--- config.mk ---
export PLATFORM = sky130hd
export DESIGN_NAME = frame_serializer
export DESIGN_NICKNAME = d
export VERILOG_FILES = /design/src/rtl/frame_serializer.sv
export SDC_FILE = /design/constraint.sdc
export NUM_CORES = 1
export LEC_CHECK = 0
export CELL_PAD_IN_SITES_DETAIL_PLACEMENT = 1
export CELL_PAD_IN_SITES_GLOBAL_PLACEMENT = 1
export CORE_ASPECT_RATIO = 0.8
export CORE_MARGIN = 3
export CORE_UTILIZATION = 30
export CTS_CLUSTER_DIAMETER = 200
export DETAILED_ROUTE_END_ITERATION = 10
export PLACE_DENSITY = 0.75
export SLEW_MARGIN = 20
export SYNTH_ARGS = -nofsm -noshare
export SYNTH_HDL_FRONTEND = slang
export SYNTH_SLANG_ARGS = --single-unit
--- constraint.sdc ---
create_clock -name sys_clk -period 1.4 [get_ports sys_clk]
set_clock_uncertainty 0.1 [all_clocks]
set_input_delay 0.21 -clock sys_clk [delete_from_list [all_inputs] [get_ports sys_clk]]
set_output_delay 0.21 -clock sys_clk [all_outputs]
set_load 0.03 [all_outputs]
--- src/rtl/frame_serializer.sv ---
// Captures a parallel time frame and emits it MSB-first as QPSK dibits, one symbol per SYM_DIV clocks.
// Optional additive x^7+x^4+1 scrambler enabled by defining FRAME_SCRAMBLE_EN.
module frame_serializer #(
  parameter int FRAME_W = 40,
  parameter int SYM_DIV = 4
) (
  input  logic               sys_clk,
  input  logic               sys_rst_n,
  input  logic [FRAME_W-1:0] para_i,
  input  logic               load_i,
  output logic               busy_o,
  output logic               i_o,
  output logic               q_o,
  output logic               sym_valid_o,
  output logic               frame_done_o,
  output logic               overrun_o
);

  localparam int NSYM  = FRAME_W / 2;
  localparam int DIV_W = $clog2(SYM_DIV);
  localparam int SYM_W = $clog2(NSYM) + 1;
  localparam logic [DIV_W-1:0] DIV_LAST = DIV_W'(SYM_DIV - 1);
  localparam logic [SYM_W-1:0] SYM_LAST = SYM_W'(NSYM - 1);

  typedef enum logic {IDLE, SHIFT} state_t;

  state_t             state_q, state_d;
  logic [FRAME_W-1:0] shreg_q, shreg_d;
  logic [DIV_W-1:0]   div_cnt_q, div_cnt_d;
  logic [SYM_W-1:0]   sym_cnt_q, sym_cnt_d;
  logic               busy_q, busy_d;
  logic               i_q, i_d;
  logic               q_q, q_d;
  logic               sym_valid_q, sym_valid_d;
  logic               frame_done_q, frame_done_d;
  logic               overrun_q, overrun_d;
  logic               tx_i, tx_q;

`ifdef FRAME_SCRAMBLE_EN
  logic [6:0] scr_q, scr_d;
  logic       scr_r1, scr_r2;

  // Two scrambler steps per symbol: the I bit consumes the first output, Q the second.
  assign scr_r1 = scr_q[6] ^ scr_q[3];
  assign scr_r2 = scr_q[5] ^ scr_q[2];
  assign tx_i   = shreg_q[FRAME_W-1] ^ scr_r1;
  assign tx_q   = shreg_q[FRAME_W-2] ^ scr_r2;
`else
  assign tx_i = shreg_q[FRAME_W-1];
  assign tx_q = shreg_q[FRAME_W-2];
`endif

  always_comb begin
    state_d      = state_q;
    shreg_d      = shreg_q;
    div_cnt_d    = div_cnt_q;
    sym_cnt_d    = sym_cnt_q;
    i_d          = i_q;
    q_d          = q_q;
    sym_valid_d  = 1'b0;
    frame_done_d = 1'b0;
    overrun_d    = 1'b0;
    // Stays high through the cycle of the last symbol, drops one cycle later.
    busy_d       = (state_q == SHIFT);
`ifdef FRAME_SCRAMBLE_EN
    scr_d        = scr_q;
`endif

    case (state_q)
      IDLE: begin
        if (load_i) begin
          state_d   = SHIFT;
          shreg_d   = para_i;
          div_cnt_d = '0;
          sym_cnt_d = '0;
          busy_d    = 1'b1;
`ifdef FRAME_SCRAMBLE_EN
          scr_d     = 7'h7F;
`endif
        end
      end
      SHIFT: begin
        overrun_d = load_i;
        if (div_cnt_q == DIV_LAST) begin
          div_cnt_d   = '0;
          i_d         = tx_i;
          q_d         = tx_q;
          sym_valid_d = 1'b1;
          shreg_d     = {shreg_q[FRAME_W-3:0], 2'b00};
          sym_cnt_d   = sym_cnt_q + SYM_W'(1);
`ifdef FRAME_SCRAMBLE_EN
          scr_d       = {scr_q[4:0], scr_r1, scr_r2};
`endif
          if (sym_cnt_q == SYM_LAST) begin
            frame_done_d = 1'b1;
            state_d      = IDLE;
          end
        end else begin
          div_cnt_d = div_cnt_q + DIV_W'(1);
        end
      end
      default: state_d = IDLE;
    endcase
  end

  always_ff @(posedge sys_clk) begin
    if (!sys_rst_n) begin
      state_q      <= IDLE;
      shreg_q      <= '0;
      div_cnt_q    <= '0;
      sym_cnt_q    <= '0;
      busy_q       <= 1'b0;
      i_q          <= 1'b0;
      q_q          <= 1'b0;
      sym_valid_q  <= 1'b0;
      frame_done_q <= 1'b0;
      overrun_q    <= 1'b0;
`ifdef FRAME_SCRAMBLE_EN
      scr_q        <= '0;
`endif
    end else begin
      state_q      <= state_d;
      shreg_q      <= shreg_d;
      div_cnt_q    <= div_cnt_d;
      sym_cnt_q    <= sym_cnt_d;
      busy_q       <= busy_d;
      i_q          <= i_d;
      q_q          <= q_d;
      sym_valid_q  <= sym_valid_d;
      frame_done_q <= frame_done_d;
      overrun_q    <= overrun_d;
`ifdef FRAME_SCRAMBLE_EN
      scr_q        <= scr_d;
`endif
    end
  end

  assign busy_o       = busy_q;
  assign i_o          = i_q;
  assign q_o          = q_q;
  assign sym_valid_o  = sym_valid_q;
  assign frame_done_o = frame_done_q;
  assign overrun_o    = overrun_q;

endmodule
* Word level (Yosys, flattened, before mapping)
Cells that the tools add are included.
Operators by class: add/subtract/negate cells 2, equal/unequal tests 4, muxes and demuxes 16, bitwise logic cells 1, reductions and logical operators 4
Operators with widths (count):
- $mux W40 | 2
- $pmux W40 S2 | 1
- $mux W6 | 2
- $pmux W6 S2 | 1
- $add A6 B1 Y6 const B | 1
- $eq A6 B5 Y1 const B | 1
- $mux W1 | 6
- $reduce_and A2 Y1 | 3
- $mux W2 | 2
- $pmux W2 S2 | 1
- $reduce_and A3 Y1 | 1
- $add A2 B1 Y2 const B | 1
- $eq A2 B2 Y1 const B | 1
- $ne A2 B1 Y1 const B | 1
- $ne A2 B2 Y1 const B | 1
- $pmux W1 S2 | 1
- $not A1 Y1 | 1
Storage, ports and cells: register bits after elaboration 55, input bits 43, output and inout port bits 6, logic and storage cells 37

* Logic depth before layout (Yosys ltp)
word-level depth 4, mapped depth 6, mapped depth without buffers 4

* Worst setup path after synthesis
Ideal clock, no wire load.
path kind register -> register, from reg div_cnt_q[0], to reg shreg_q[10], library setup time 116 ps, arrival 1267 ps, data required time 1184 ps, setup slack -83 ps, cell stages (with the launch flop) 6, path buffers 2, clock period less this slack 1483 ps, path through dfxtp_1 -> ha_1 -> mux2_4 -> buf_6 -> buf_6 -> o211a_1
On the way: longest elaborated chain between the ends 3
RTL lines:
- start, declared | RTL line 29 | logic [DIV_W-1:0] div_cnt_q, div_cnt_d;
- start signal, assigned | RTL line 124 | div_cnt_q <= div_cnt_d;
- $eq A2 B2 Y1 | RTL line 84 | if (div_cnt_q == DIV_LAST) begin
- $ne A2 B1 Y1 (no source line)
- $reduce_and A2 Y1 (no source line)
- end signal, assigned | RTL line 123 | shreg_q <= shreg_d;
- end, declared | RTL line 28 | logic [FRAME_W-1:0] shreg_q, shreg_d;
No other way between the ends. A chain may end at the register's enable or synchronous reset.

* Worst setup path after layout
from reg div_cnt_q[1], to reg shreg_q[3]
Same word-level chain as after synthesis.

==> impl_metrics.tcl <==
set metrics [dict create \
    avgSynthCellArea_um2 10.3 \
    violations "setup timing" \
    async_flop_share 0 \
    cp_max_fo 25 \
    routedWlPerCell_um 14.3 \
    fin_setup_tns_ns -0.382 \
    fin_crit_ns 1.42 \
    total_leakage_power_nw 1.66 \
    path_clk_slew_ns 0.10 \
    timing.final.crit_share 1.02 \
    synth_top_family_by_area "compound AO/OA/AOI/OAI gates" \
    ys_top_cells_by_area "dfxtp_1 44%, mux2i_1 17%, o211a_1 16%" \
    synth_compound_area_frac 0.189 \
    netlist_instances 241 \
    synth_flop_cell "dfxtp_1" \
    cts_buffers 5 \
    cp_slowest_cell "dfxtp_2" \
    rsz0062_at_grt "yes" \
    start_util 0.311 \
    synth_xor_xnor_area_share 0 \
    cp-end-kind "flop" \
    finalWeightedCongestion 0.793 \
    grt_pass1_vias 1959 \
    die_w_um 108 \
    numClockSinks 55 \
    powerDensity_nw_per_um2 981 \
    fin_cells 401 \
    vias_per_cell 4.77 \
    synth.area.mux_share 0.180 \
    yosys.area_share.simple 0.123 \
    synth_seq_cells 55 \
    synth_adder_area_share 0.0101 \
    ys_warn_count 0 \
    drt_pass1_iterations 4 \
    tightest_slew_ns 0.309 \
    rows 29 \
    slew_viol_final 0 \
    r2r_cells 4 \
    grt_antenna_before_repair 0 \
    hold_depth 2 \
    htreeDepth 2 \
    track_usage 0.128 \
    pre_cts_ws_ns -0.222 \
    nFillCells 895 \
    synth_top_cell_area_share 0.444 \
    first_iter_violations 55 \
    vias 1914 \
    grt_max_degree 35 \
    run_status "finished with violations" \
    yosysMostFrequentCell "dfxtp_1" \
    setup_viol 33 \
    hold_viol_final 0 \
    cts-root-buf "clkbuf_8" \
    nets 337 \
    cp.required_ns 1.51 \
    cp_data_arrival_time_ns 1.53 \
    cts_tree "done" \
    slowest_delay_ns 0.35 \
    ir_drop_uv 463 \
    max_slew_margin 0.794 \
    synth_top_area_cell "dfxtp_1" \
    ys_types 28 \
    syn_area_um2 2480 \
    portBuffers 48 \
    synth_edf_count 0 \
    synth_nets 286 \
    grt_first_pass_wirelength_um 9560 \
    core_area_um2 7980 \
    drc 0 \
    dp_hpwl_um 4040 \
    hold_buffers 0 \
    layout-drive-gt1-share 0.119 \
    area_growth_pct 33.1 \
    max_freq_mhz 702 \
    ioPinCount 49 \
    cts_buffer_depth 2 \
    cap_violations 0 \
    crit_type "reg2reg" \
    grt_overflow 0 \
    dieArea_um2 9400 \
    routed_wl_um 5750 \
    diodes 0 \
    crit_chain "ha_4, mux2_4, buf_12, o211a_1" \
    yosysSeqAreaShare 0.444 \
    hp-class "in2reg" \
    die_y_um 87.3 \
    synthTopCellsByCount "55 x dfxtp_1, 43 x mux2i_1, 43 x nand2_1, 39 x o211a_1, 10 x clkbuf_1" \
    clkLatencyLatePin_ns 0.31 \
    ant_nets 0 \
    worst_slack_ns -0.0238 \
    startpoint_type "flop" \
    dp.cells 392 \
]
registers in the layout, summed over array words and instances, names as in the netlist:
name	flops
shreg_q	40
overrun_o	1
state_q	1
sym_cnt_q	6
frame_done_o	1
i_o	1
q_o	1
busy_o	1
div_cnt_q	2
sym_valid_o	1
what timing repair did:
action                                 in CTS  in global routing
setup endpoints to repair                  47                 46
buffers inserted                            0                  1
endpoints found under the hold margin       0                  0
resized for setup                           6                  6
layer usage:
layer / GRT usage / up-vias / part of all wire
li1: - / 970 / -
met5: 0 / - / 0
met1: 0.173 / 907 / 0.50
met3: 0.0393 / 4 / 0.047
met2: 0.200 / 33 / 0.44
met4: 0.0310 / 0 / 0.0097
layout make-up:
cell class | count | area [um^2] | area share
flip-flops and latches | 55 | 1110 | 0.335
repair buffers | 65 | 688 | 0.208
multi-input cells | 163 | 1260 | 0.383
clock inverters | 2 | 16.3 | 0.00493
inverters | 2 | 7.51 | 0.00227
well taps | 108 | 135 | 0.0409
clock buffers | 6 | 82.6 | 0.0250
worst max-delay path, delay by kind of cell, from the launching register on:
family,cells,cell delay [ns]
buffers and inverters,1,0.17
DFF,1,0.35
adders and majority gates,1,0.17
AOI/OAI and AO/OA,1,0.21
muxes,1,0.31
logic make-up after synthesis:
family | after synthesis
buffers and inverters | 23
multiplexers | 44
flip-flops | 55
adder cells (fa/ha/maj) | 2
AND/OR/NAND/NOR | 66
AO/OA/AOI/OAI | 51
per-stage QoR:
| stage | hold slack (ns) | total power [W] | util | area, um^2 |
|---|---|---|---|---|
| 4_1_cts | 0.165 | 0.00329 | 0.411 | 3280 |
| 5_1_grt | 0.170 | 0.00345 | 0.414 | 3300 |
| 2_1_floorplan | 0.269 | 0.00208 | - | 2500 |
| 6_report | 0.179 | 0.00324 | 0.414 | 3300 |
| 3_5_place_dp | 0.389 | 0.00233 | 0.399 | 3180 |
| 3_3_place_gp | 0.379 | 0.00231 | 0.399 | 3180 |
where the power goes:
| group | internal [W] | switching [W] |
|---|---|---|
| logic | 0.000330 | 0.000234 |
| clock network | 0.000406 | 0.000546 |
| registers | 0.00167 | 0.0000571 |
| total | 0.00240 | 0.000837 |
final timing paths:
path | to | startpoint | slack [ns]
max | shreg_q[3]$_SDFFE_PN0P_ | div_cnt_q[1]$_SDFFE_PN0P_ | -0.02
min | shreg_q[34]$_SDFFE_PN0P_ | sys_rst_n | 0.18
max reg2reg | shreg_q[3]$_SDFFE_PN0P_ | div_cnt_q[1]$_SDFFE_PN0P_ | -0.02
min reg2reg | shreg_q[30]$_SDFFE_PN0P_ | shreg_q[30]$_SDFFE_PN0P_ | 0.41
layout by cell type (no fill, tap or decap), drive strengths merged, types with 2 or more instances in the layout:
master         count
nand2             43
clkdlybuf4s15      2
and2               2
dlygate4sd2        3
dfxtp             55
nor2b              9
nand3              2
a22oi              3
o211a             39
inv                2
a21oi              4
clkdlybuf4s50     41
o21ai              2
ha                 2
clkbuf             6
mux2i             43
nor3b              2
buf               19
and3               2
Power figures use the tool's default switching activity.
